$ cat src/rtl/spi_pkg.sv
// Shared types and helpers for the SPI master.
//   spi_mst_state_t : transaction FSM states
//   spi_half()      : system-clock cycles per SCLK half period
package spi_pkg;

  typedef enum logic [2:0] {
    IDLE,
    LOW,
    HIGH,
    HOLD,
    GAP
  } spi_mst_state_t;

  function automatic int spi_half(input int fpga_clk, input int spi_clk);
    return fpga_clk / (2 * spi_clk);
  endfunction

endpackage

$ cat src/rtl/bus_if.sv
// Word-wide on-chip valid/ready bus.
//   valid : word present
//   data  : W-bit word
//   ready : consumer can take the word (the master side carries no ready)
interface bus_if #(parameter int W = 16);
  logic         valid;
  logic [W-1:0] data;
  logic         ready;

  modport slv_port (input valid, input data, output ready);
  modport mst_port (output valid, output data);
endinterface

$ cat src/rtl/spi_if.sv
// SPI pin bundle.
//   sclk : serial clock, driven by the master
//   mosi : master-out serial data
//   miso : master-in serial data
interface spi_if;
  logic sclk;
  logic mosi;
  logic miso;

  modport mst_port (output sclk, output mosi, input miso);
  modport slv_port (input sclk, input mosi, output miso);
endinterface

$ cat src/rtl/spi_clk_div.sv
// Half-period counter for the SPI master.
//   clk, rst : system clock, synchronous active-high reset
//   restart  : hold the counter at zero
//   tick     : high on the last cycle of each HALF-cycle window
module spi_clk_div #(
  parameter int HALF = 6
) (
  input  logic clk,
  input  logic rst,
  input  logic restart,
  output logic tick
);

  localparam int W = (HALF > 1) ? $clog2(HALF) : 1;

  logic [W-1:0] cnt_q, cnt_d;

  assign tick = (cnt_q == W'(HALF - 1));

  // The counter wraps at every tick; the FSM changes state on every
  // tick, so each state starts with a fresh zero count.
  always_comb begin
    cnt_d = cnt_q + W'(1);
    if (restart || tick) cnt_d = '0;
  end

  always_ff @(posedge clk) begin
    if (rst) cnt_q <= '0;
    else     cnt_q <= cnt_d;
  end

endmodule

$ cat src/rtl/spi_master.sv
// Mode-0 SPI master: sends one DATA_SIZE-bit word MSB first on MOSI while
// capturing DATA_SIZE bits from MISO, then returns the received word as a
// one-cycle valid pulse.
//   clk, rst     : system clock, synchronous active-high reset
//   cs           : chip select, active low
//   spi_port     : sclk / mosi out, miso in
//   bus_slv_port : word to transmit (valid/data in, ready out)
//   bus_mst_port : received word (valid/data out, no backpressure)
//
// state | meaning
// IDLE  | ready for a word, cs high
// LOW   | sclk low, mosi carries the current bit
// HIGH  | sclk high, miso sampled on the last cycle
// HOLD  | cs-low hold after the final falling edge
// GAP   | cs high recovery; first cycle pulses the received word
module spi_master import spi_pkg::*; #(
  parameter int DATA_SIZE = 16,
  parameter int FPGA_CLK  = 12_000_000,
  parameter int SPI_CLK   = 1_000_000
) (
  input  logic     clk,
  input  logic     rst,
  output logic     cs,
  spi_if.mst_port  spi_port,
  bus_if.slv_port  bus_slv_port,
  bus_if.mst_port  bus_mst_port
);

  localparam int HALF  = spi_half(FPGA_CLK, SPI_CLK);
  localparam int CNT_W = $clog2(DATA_SIZE + 1);

  if (HALF < 2) begin : g_half_chk
    $error("spi_master: HALF must be at least 2");
  end

  spi_mst_state_t       state_q, state_d;
  logic                 tick;
  logic                 last_bit;
  logic [DATA_SIZE-1:0] tx_q, tx_d;
  logic [DATA_SIZE-1:0] rx_q, rx_d;
  logic [DATA_SIZE-1:0] rdata_q;
  logic [CNT_W-1:0]     bit_q, bit_d;
  logic                 cs_q, sclk_q, mosi_q, rvalid_q;

  spi_clk_div #(.HALF(HALF)) u_clk_div (
    .clk     (clk),
    .rst     (rst),
    .restart (state_q == IDLE),
    .tick    (tick)
  );

  assign last_bit = (bit_q == CNT_W'(DATA_SIZE - 1));

  always_ff @(posedge clk) begin
    if (rst) state_q <= IDLE;
    else     state_q <= state_d;
  end

  always_comb begin
    state_d = state_q;
    tx_d    = tx_q;
    rx_d    = rx_q;
    bit_d   = bit_q;
    unique case (state_q)
      IDLE: begin
        if (bus_slv_port.valid) begin
          state_d = LOW;
          tx_d    = bus_slv_port.data;
          rx_d    = '0;
          bit_d   = '0;
        end
      end
      LOW: begin
        if (tick) state_d = HIGH;
      end
      HIGH: begin
        if (tick) begin
          rx_d    = {rx_q[DATA_SIZE-2:0], spi_port.miso};
          tx_d    = tx_q << 1;
          bit_d   = bit_q + CNT_W'(1);
          state_d = last_bit ? HOLD : LOW;
        end
      end
      HOLD: begin
        if (tick) state_d = GAP;
      end
      GAP: begin
        if (tick) state_d = IDLE;
      end
      default: state_d = IDLE;
    endcase
  end

  // Pin outputs are registered from the next state so they change only at
  // clock edges and always agree with the state they belong to.
  always_ff @(posedge clk) begin
    if (rst) begin
      tx_q     <= '0;
      rx_q     <= '0;
      bit_q    <= '0;
      cs_q     <= 1'b1;
      sclk_q   <= 1'b0;
      mosi_q   <= 1'b0;
      rvalid_q <= 1'b0;
      // A reset that lands mid-transaction keeps the last good word; only
      // a reset seen while idle (e.g. power-up) clears it.
      if (state_q == IDLE) rdata_q <= '0;
    end else begin
      tx_q     <= tx_d;
      rx_q     <= rx_d;
      bit_q    <= bit_d;
      cs_q     <= !(state_d inside {LOW, HIGH, HOLD});
      sclk_q   <= (state_d == HIGH);
      rvalid_q <= (state_q == HOLD) && (state_d == GAP);
      if ((state_d == LOW) && (state_q != LOW)) mosi_q <= tx_d[DATA_SIZE-1];
      if ((state_q == HOLD) && (state_d == GAP)) rdata_q <= rx_q;
    end
  end

  assign cs                 = cs_q;
  assign spi_port.sclk      = sclk_q;
  assign spi_port.mosi      = mosi_q;
  assign bus_slv_port.ready = (state_q == IDLE);
  assign bus_mst_port.valid = rvalid_q;
  assign bus_mst_port.data  = rdata_q;

endmodule

$ cat src/flat_wrapper.sv
// flat-port wrapper written by rule: the top's interface ports become plain ports
module spi_master_flat import spi_pkg::*;
#(
  parameter int DATA_SIZE = 16,
  parameter int FPGA_CLK  = 12_000_000,
  parameter int SPI_CLK   = 1_000_000
)
  (clk, rst, cs, spi_port_sclk, spi_port_mosi, spi_port_miso, bus_slv_port_valid, bus_slv_port_data, bus_slv_port_ready, bus_mst_port_valid, bus_mst_port_data);
  spi_if spi_port_i ();
  bus_if #(.W(16)) bus_slv_port_i ();
  bus_if #(.W(16)) bus_mst_port_i ();
  input  logic clk;
  input  logic rst;
  output logic cs;
  output wire logic [$bits(spi_port_i.sclk)-1:0] spi_port_sclk;
  output wire logic [$bits(spi_port_i.mosi)-1:0] spi_port_mosi;
  input wire logic [$bits(spi_port_i.miso)-1:0] spi_port_miso;
  input wire logic [$bits(bus_slv_port_i.valid)-1:0] bus_slv_port_valid;
  input wire logic [$bits(bus_slv_port_i.data)-1:0] bus_slv_port_data;
  output wire logic [$bits(bus_slv_port_i.ready)-1:0] bus_slv_port_ready;
  output wire logic [$bits(bus_mst_port_i.valid)-1:0] bus_mst_port_valid;
  output wire logic [$bits(bus_mst_port_i.data)-1:0] bus_mst_port_data;
  assign spi_port_sclk = spi_port_i.sclk;
  assign spi_port_mosi = spi_port_i.mosi;
  assign spi_port_i.miso = spi_port_miso;
  assign bus_slv_port_i.valid = bus_slv_port_valid;
  assign bus_slv_port_i.data = bus_slv_port_data;
  assign bus_slv_port_ready = bus_slv_port_i.ready;
  assign bus_mst_port_valid = bus_mst_port_i.valid;
  assign bus_mst_port_data = bus_mst_port_i.data;
  spi_master #(.DATA_SIZE(DATA_SIZE), .FPGA_CLK(FPGA_CLK), .SPI_CLK(SPI_CLK)) u_core (.clk(clk), .rst(rst), .cs(cs), .spi_port(spi_port_i), .bus_slv_port(bus_slv_port_i), .bus_mst_port(bus_mst_port_i));
endmodule
$ cat config.mk
export PLATFORM = sky130hd
export DESIGN_NAME = spi_master_flat
export DESIGN_NICKNAME = d
export VERILOG_FILES = /design/src/rtl/spi_pkg.sv /design/src/rtl/bus_if.sv /design/src/rtl/spi_if.sv /design/src/rtl/spi_clk_div.sv /design/src/rtl/spi_master.sv /design/src/flat_wrapper.sv
export SDC_FILE = /design/constraint.sdc
export NUM_CORES = 1
export LEC_CHECK = 0
export CORE_ASPECT_RATIO = 1.1
export CORE_MARGIN = 2
export CORE_UTILIZATION = 50
export CTS_CLUSTER_SIZE = 8
export DETAILED_ROUTE_END_ITERATION = 8
export HOLD_SLACK_MARGIN = 0.02
export PLACE_DENSITY = 0.8
export SLEW_MARGIN = 20
export SYNTH_ARGS = -nofsm -noshare
export SYNTH_HDL_FRONTEND = slang
export SYNTH_SLANG_ARGS = --single-unit
$ cat constraint.sdc
create_clock -name clk -period 4.2 [get_ports clk]
set_input_delay 0.84 -clock clk [delete_from_list [all_inputs] [get_ports clk]]
set_output_delay 0.84 -clock clk [all_outputs]
set_load 0.05 [all_outputs]
== Word-level counts from Yosys, hierarchy flattened ==
Index checks and enable logic that the tools add are counted.
Storage, ports and cells
  register bits after elaboration: 63
  input port bits: 20
  output and inout bits: 21
  word-level logic and storage cells: 57
Operators by class
  add/sub/neg operators: 2
  equality and inequality tests: 14
  multiplexer cells: 19
  reduce and logical (&&, ||, !) cells: 11
Operators by type and width (number)
  16-bit 2-to-1 mux: 7
  16-bit case mux with 2 select lines: 2
  3-bit 2-to-1 mux: 5
  3-bit case mux with 5 select lines: 1
  3-bit by 2-bit equality test with 1-bit output, second input constant: 4
  5-bit 2-to-1 mux: 2
  5-bit case mux with 2 select lines: 1
  3-bit equality test, second input constant: 3
  3-bit by 1-bit equality test with 1-bit output, second input constant: 2
  5-bit by 1-bit adder with 5-bit output, second input constant: 1
  5-bit by 4-bit equality test with 1-bit output, second input constant: 1
  2-bit != test, second input constant: 2
  2-bit nonzero test: 2
  3-bit by 1-bit adder with 3-bit output, second input constant: 1
  3-bit zero test: 1
  3-bit by 1-bit != test with 1-bit output, second input constant: 1
  3-bit AND reduction: 1
  3-bit nonzero test: 1
  1-bit logical AND: 2
  2-bit 2-to-1 mux: 1
  2-bit by 1-bit != test with 1-bit output, second input constant: 1
  2-bit AND reduction: 1
  2-bit OR reduction: 1
  1-bit zero test: 1
  1-bit logical OR: 1

== Longest topological paths before layout ==
Gate-level depths: netlist (run 1).
  depth in word-level cells: 8
  mapped depth: 9

== Modules after synthesis ==
From an unflattened synthesis (run 1), not the netlist that was laid out.
Unflattened totals
  cell total of the unflattened synthesis: 267
  area, all modules: 2831.5 um^2
Modules (own cells, without submodules)
  spi_master: instances 1, cells an instance 254, area each 2692.6 um^2, seq. area each 1341.3 um^2
  spi_clk_div: instances 1, cells an instance 13, area each 138.9 um^2, seq. area each 60.1 um^2

== Worst setup path before layout (run 1) ==
Ideal clock, no wire load.
  path type: input port to flip-flop
  from: input rst
  to: register u_core.rdata_q[0] (netlist: u_core.bus_mst_port.data[0]), enable pin
  library setup time: 0.388 ns
  data arrival time: 2.170 ns
  required time: 3.812 ns
  slack: 1.642 ns
  cell stages on the path: 4
  cells stage by stage: clkbuf_1 clkbuf_1 a21oi_1 nor2_1
On the way
  word-level cells in the longest chain between the ends: 2
  elaborated cells on any way between the ends: 3
RTL lines
  from (decl): RTL line flat_wrapper.sv:13  | input logic rst;
  2-bit by 1-bit != test with 1-bit output (no source line) or 2-bit nonzero test (tied branches)
  2-bit AND reduction (no source line) (*)
  to (signal assigned): RTL line spi_master.sv:116  | if ((state_q == HOLD) && (state_d == GAP)) rdata_q <= rx_q;
  to (decl): RTL line spi_master.sv:41  | logic [DATA_SIZE-1:0] rdata_q;
Every way passes the cells marked *; elsewhere a longest branch is shown, timed or not.
A chain may end at the register's enable or synchronous reset.

== Final worst setup path (run 1) ==
  from: register u_core.state_q[0]
  to: output bus_slv_port_ready
On the way
  word-level cells in the longest chain between the ends: 1
RTL lines
  from (decl): RTL line spi_master.sv:36  | spi_mst_state_t state_q, state_d;
  from (signal assigned): RTL line spi_master.sv:56  | else state_q <= state_d;
  3-bit zero test: RTL line spi_master.sv:123  | assign bus_slv_port.ready = (state_q == IDLE);
  to (decl): RTL line flat_wrapper.sv:20  | output wire logic [$bits(bus_slv_port_i.ready)-1:0] bus_slv_port_ready;
Every way passes these cells.

==> flow_summary.yaml, run 1 <==
status:
  outcome: "finished, final reports clean"
sta:
  slew_viol_final: 0
  setup_slack_ps: 1320
  hold_violations: 0
  setup_viol: 0
  timing.slew.headroom: 0.438
  fmax_mhz: 347
  timing.hold.ws_ps: 451
  period_share: 0.687
  fin_skew_ps: 8.30
  finalSetupTns_ps: 0
  max_slew.worst_pin.slew_ps: 843
  rsz0062_at_grt: "no"
  period_needed_ps: 2880
synth:
  synth_edf_count: 16
  async_reset_ff_frac: 0
  yosysWarnings: 0
  yosysSeqAreaShare: 0.581
  syn-num-nets: 267
  netlist_area_mm2: 0.00244
  synth_cell_type_count: 36
  netlist_instances: 243
  ys_seq_elements: 63
  synth_ff_type: "dfxtp_1"
  syn_area_per_cell_um2: 10.1
floorplan:
  die_y_um: 77.3
  die-area_mm2: 0.00547
  die_w_um: 70.7
  fp-row-count: 26
  initial_core_util: 0.522
  io_pins: 41
  coreArea_mm2: 0.00468
cts:
  clkLatencyLatePin_ps: 340
  numCtsBuffers: 9
  path_clk_slew_ps: 70
  ctsHoldBuffers: 0
  cts_resized: 0
  clock_sinks: 63
  htreeDepth: 3
  tritoncts: "built"
  clockBufferDepth: 2
  root_buffer: "clkbuf_8"
  postCtsSetupBuffers: 0
drt:
  vias: 1867
  drt_wl_total_mm: 4.62
  drtIter0Drc: 170
  drtPass1Iterations: 4
  wl_per_cell_um: 13.5
  drc: 0
  vias_per_cell: 5.46
  final_antenna_net_count: 0
critical_path:
  critPathKind: "reg2out"
  reg2regPathDepth: 5
  crit-reg2reg-capture: "u_core.rx_q[0]$_SDFFE_PP0P_"
  r2r_start: "u_core.state_q[0]$_SDFF_PP0_"
  path_max_fanout: 9
  regToRegSetupSlack_ps: 2170
  critPathRequiredTime_ps: 3360
  end_kind: "output pin"
  critPathCapture: "bus_slv_port_ready"
  startpoint: "u_core.state_q[0]$_SDFF_PP0_"
  cp_data_arrival_time_ps: 2040
  start_kind: "flip-flop"
global_routing:
  grt_use_total: 0.181
  overflow: 0
  grt_max_degree: 29
  grt_pass1_vias: 1737
  grt_pass1_wl_mm: 7.82
  antenna_found_initial: 0
finish:
  utilization: 0.650
  area_delta_synth_final_pct: 24.5
  fin_nets: 305
  antenna_cells: 0
  final_cell_mix: "47 x dfxtp_1, 40 x clkdlybuf4s50_1, 35 x nand2_1, 26 x nor2_1, 21 x nand3_1"
  layout.cells.most_common: "dfxtp_1"
  drive_above_1_share: 0.0804
  nFillCells: 404
power:
  leakage_nw: 1.18
  combPwrFrac: 0.105
  p_per_area_mw_per_mm2: 424
  p_int_w: 0.000967
  p_switching_w: 0.000323
  ir_worst_vdd_mv: 0.304
  fin_total_pwr_w: 0.00129
  clkPwrFrac: 0.389
  switching_share: 0.250
  p_seq_frac: 0.506
place:
  dp.final_hpwl_mm: 2.99
  io_buffer_count: 40
  routabilityCongestion: 0.748
  place_ws_ps: 1440
worst_hold_path:
  hold_path_class: "reg2reg"
run:
  cap_viol_max_count: 0
-- per-layer routing --
layer / GRT usage / up-vias / routed length (µm)
li1: - / 932 / -
met1: 0.221 / 879 / 2020
met2: 0.292 / 47 / 2300
met3: 0.0506 / 9 / 210
met4: 0.0943 / 0 / 88
met5: 0 / - / 0
-- worst max-delay path, cell delays in order (launching register included) --
cell and delay [ps]:
dfxtp_1 390, or2_1 340, nor2_1 150, clkdlybuf4s50_1 820
-- kinds of logic (layout without fill, tap and decap cells) --
kind of cell    count (synthesis)  in the layout  synth area share
xor+xnor                        3              3            0.0107
mux                             2              2           0.00819
simple gates                  116            116             0.223
fa+ha+maj                       4              4            0.0205
compound gates                 34             34             0.109
buf+inv                        21             64            0.0476
flops                          63             63             0.581
-- synth_stat cells (2+ instances only) --
| library cell | count | area share |
|---|---|---|
| nor3_1 | 2 | 0.0041 |
| nor2_1 | 27 | 0.041 |
| mux2i_1 | 2 | 0.0082 |
| edfxtp_1 | 16 | 0.20 |
| nand3_1 | 21 | 0.043 |
| a222oi_1 | 14 | 0.057 |
| dfxtp_1 | 47 | 0.38 |
| ha_1 | 4 | 0.020 |
| and2_1 | 2 | 0.0051 |
| nand2b_1 | 3 | 0.0077 |
| xnor2_1 | 2 | 0.0072 |
| buf_6 | 4 | 0.018 |
| and3_1 | 2 | 0.0051 |
| clkbuf_1 | 8 | 0.012 |
| a21oi_1 | 8 | 0.016 |
| o21ai_0 | 3 | 0.0061 |
| buf_2 | 6 | 0.012 |
| nor2b_1 | 18 | 0.046 |
| inv_1 | 3 | 0.0046 |
| nand2_1 | 35 | 0.054 |
-- sequential cells by signal, summed over array words and instances (netlist names) --
signal and count:
u_core.bus_mst_port.valid 1, u_core.rx_q 16, u_core.u_clk_div.cnt_q 3, u_core.spi_port.mosi 1, u_core.spi_port.sclk 1, u_core.cs 1
u_core.bus_mst_port.data 16, u_core.state_q 3, u_core.bit_q 5, u_core.tx_q 16
-- power groups by stage --
stage | Sequential, W | Combinational (W) | Clock [W]
2_1_floorplan | 0.000697 | 0.0000599 | 0
3_3_place_gp | 0.000665 | 0.000133 | 0
3_5_place_dp | 0.000666 | 0.000135 | 0
4_1_cts | 0.000653 | 0.000136 | 0.000508
5_1_grt | 0.000655 | 0.000145 | 0.000530
6_report | 0.000653 | 0.000135 | 0.000501
-- how the worst min path moves through the flow --
stage | startpoint | to | slack [ps] | depth (start not counted)
global route | u_core.rx_q[0]$_SDFFE_PP0P_ | u_core.rx_q[0]$_SDFFE_PP0P_ | 460 | 2
global placement | u_core.u_clk_div.cnt_q[0]$_SDFF_PP0_ | u_core.u_clk_div.cnt_q[0]$_SDFF_PP0_ | 430 | 1
detailed placement | u_core.rx_q[0]$_SDFFE_PP0P_ | u_core.rx_q[0]$_SDFFE_PP0P_ | 440 | 2
finish | u_core.rx_q[0]$_SDFFE_PP0P_ | u_core.rx_q[0]$_SDFFE_PP0P_ | 450 | 2
CTS | u_core.rx_q[0]$_SDFFE_PP0P_ | u_core.rx_q[0]$_SDFFE_PP0P_ | 450 | 2
floorplan | u_core.u_clk_div.cnt_q[0]$_SDFF_PP0_ | u_core.u_clk_div.cnt_q[0]$_SDFF_PP0_ | 420 | 1
-- stage by stage --
step / area, µm² / instances
global placement: 2850 / 326
finish: 3040 / 342
CTS: 3040 / 342
detailed placement: 2850 / 326
global route: 3040 / 342
floorplan: 2440 / 243
-- cell type report --
cell class,count,area (µm²),area share
clock buffers,10,128,0.0419
clock inverters,6,61.3,0.0201
inverters,3,11.3,0.00370
multi-input cells,159,915,0.300
flip-flops and latches,63,1420,0.467
well taps,56,70.1,0.0230
repair buffers,45,438,0.144
No activity file was read; power rests on OpenSTA's default activity.
==> run 2, diff against run 1 <==
==> constraint.sdc (replaced) <==
create_clock -name clk -period 2.7 [get_ports clk]
set_input_delay 0.54 -clock clk [delete_from_list [all_inputs] [get_ports clk]]
set_output_delay 0.54 -clock clk [all_outputs]
set_load 0.05 [all_outputs]
==> flow_summary.yaml, run 2 (synthesized netlist as in run 1, its figures left out) <==
sta:
  period_share: 0.946
  period_needed_ps: 2550
  fin_skew_ps: 9.24
  slew_viol_final: 0
  timing.slew.headroom: 0.593
  finalSetupTns_ps: 0
  fmax_mhz: 392
  max_slew.worst_pin.slew_ps: 611
  hold_violations: 0
  rsz0062_at_grt: "no"
  setup_viol: 0
cts:
  numCtsBuffers: 9
  clock_sinks: 63
  cts_resized: 0
  postCtsSetupBuffers: 0
  clockBufferDepth: 2
  htreeDepth: 3
  tritoncts: "built"
  ctsHoldBuffers: 0
  root_buffer: "clkbuf_8"
  clkLatencyLatePin_ps: 340
  path_clk_slew_ps: 60
drt:
  wl_met1_mm: 2.07
  drtIter0Drc: 154
  vias_per_cell: 5.38
  drc: 0
  drtPass1Iterations: 4
  wl_per_cell_um: 13.2
  met3WireLength_um: 186
  wl_met2_mm: 2.17
  top_layer: "met4"
  final_antenna_net_count: 0
  vias: 1833
  drt_wl_total_mm: 4.50
power:
  p_per_area_mw_per_mm2: 644
  ir_worst_vdd_mv: 0.501
  leakage_nw: 1.18
finish:
  layout.cells.most_common: "dfxtp_1"
  drive_above_1_share: 0.0667
  final_cell_mix: "47 x dfxtp_1, 40 x clkdlybuf4s50_1, 35 x nand2_1, 27 x nor2_1, 21 x nand3_1"
  utilization: 0.647
  area_delta_synth_final_pct: 24.1
  fin_nets: 307
  antenna_cells: 0
global_routing:
  antenna_found_initial: 0
  grt_max_degree: 29
  overflow: 0
  grt_pass1_wl_mm: 7.56
  grt_use_total: 0.177
  grt_pass1_vias: 1723
floorplan:
  io_pins: 41
  die-area_mm2: 0.00547
  fp-row-count: 26
  initial_core_util: 0.522
  coreArea_mm2: 0.00468
  die_y_um: 77.3
  die_w_um: 70.7
run:
  cap_viol_max_count: 0
status:
  outcome: "finished, final reports clean"
critical_path:
  start_kind: "flip-flop"
  slowest_stage: "clkdlybuf4s50_1"
  worst-path-buf-inv: 1
  critPathKind: "reg2out"
  path_delay_family: "buffers and inverters"
  critPathRequiredTime_ps: 2160
  end_kind: "output pin"
  cpPeakStageDelay_ps: 820
  cp_data_arrival_time_ps: 2010
  crit_path_cell_trace: "or2_1 -> nor2_1 -> clkdlybuf4s50_1"
  path_max_fanout: 9
place:
  io_buffer_count: 40
  dp.final_hpwl_mm: 2.88
  routabilityCongestion: 0.774
worst_hold_path:
  hold_path_class: "reg2reg"
-- run 2: changes by cell type in the layout (fill, tap and decap cells not counted), sizes merged --
cell and change:
buf +2, clkinv -2, clkinvlp -1
-- run 2: layout make-up --
class                      instances  area (µm²)
inverter                           3        11.3
tap                               56        70.1
multi-input combinational        159         912
timing repair buffer              47         453
clock inverter                     3        37.5
clock buffer                      10         128
sequential                        63        1420
fill                             402        1650
-- run 2: worst paths after layout --
kind	endpoint	cells past startpoint	slack (ps)	start
worst min-delay path	u_core.u_clk_div.cnt_q[0]$_SDFF_PP0_	1	450	u_core.u_clk_div.cnt_q[0]$_SDFF_PP0_
worst min register to register	u_core.u_clk_div.cnt_q[0]$_SDFF_PP0_	1	450	u_core.u_clk_div.cnt_q[0]$_SDFF_PP0_
worst max register to register	u_core.rx_q[0]$_SDFFE_PP0P_	5	830	u_core.state_q[1]$_SDFF_PP0_
worst max-delay path	bus_slv_port_ready	3	150	u_core.state_q[0]$_SDFF_PP0_
-- run 2: routing by layer --
metal,up-vias,GRT usage
met3,8,0.0649
met1,852,0.209
li1,934,-
met2,39,0.289
met4,0,0.0792
met5,-,0
-- run 2: power by group --
group / switching, W / total (W) / internal (W)
Combinational: 0.000129 / 0.000213 / 0.0000845
Sequential: 0.0000155 / 0.00102 / 0.00100
Clock: 0.000321 / 0.000726 / 0.000405
-- run 2: per-stage QoR --
step	hold slack, ps	power, W	setup slack [ps]	std cells	cell area, µm²
floorplan	421	0.00118	442	243	2440
global placement	432	0.00124	443	328	2870
detailed placement	445	0.00125	405	328	2870
CTS	458	0.00198	128	341	3030
global route	476	0.00203	37.6	341	3030
finish	452	0.00195	146	341	3030
-- run 2: worst register-to-register path: stages, from the launching register on --
cell and delay (ps):
dfxtp_1 490, nand2b_1 240, a21o_1 540, buf_4 330
nand2_1 80, a21oi_1 120
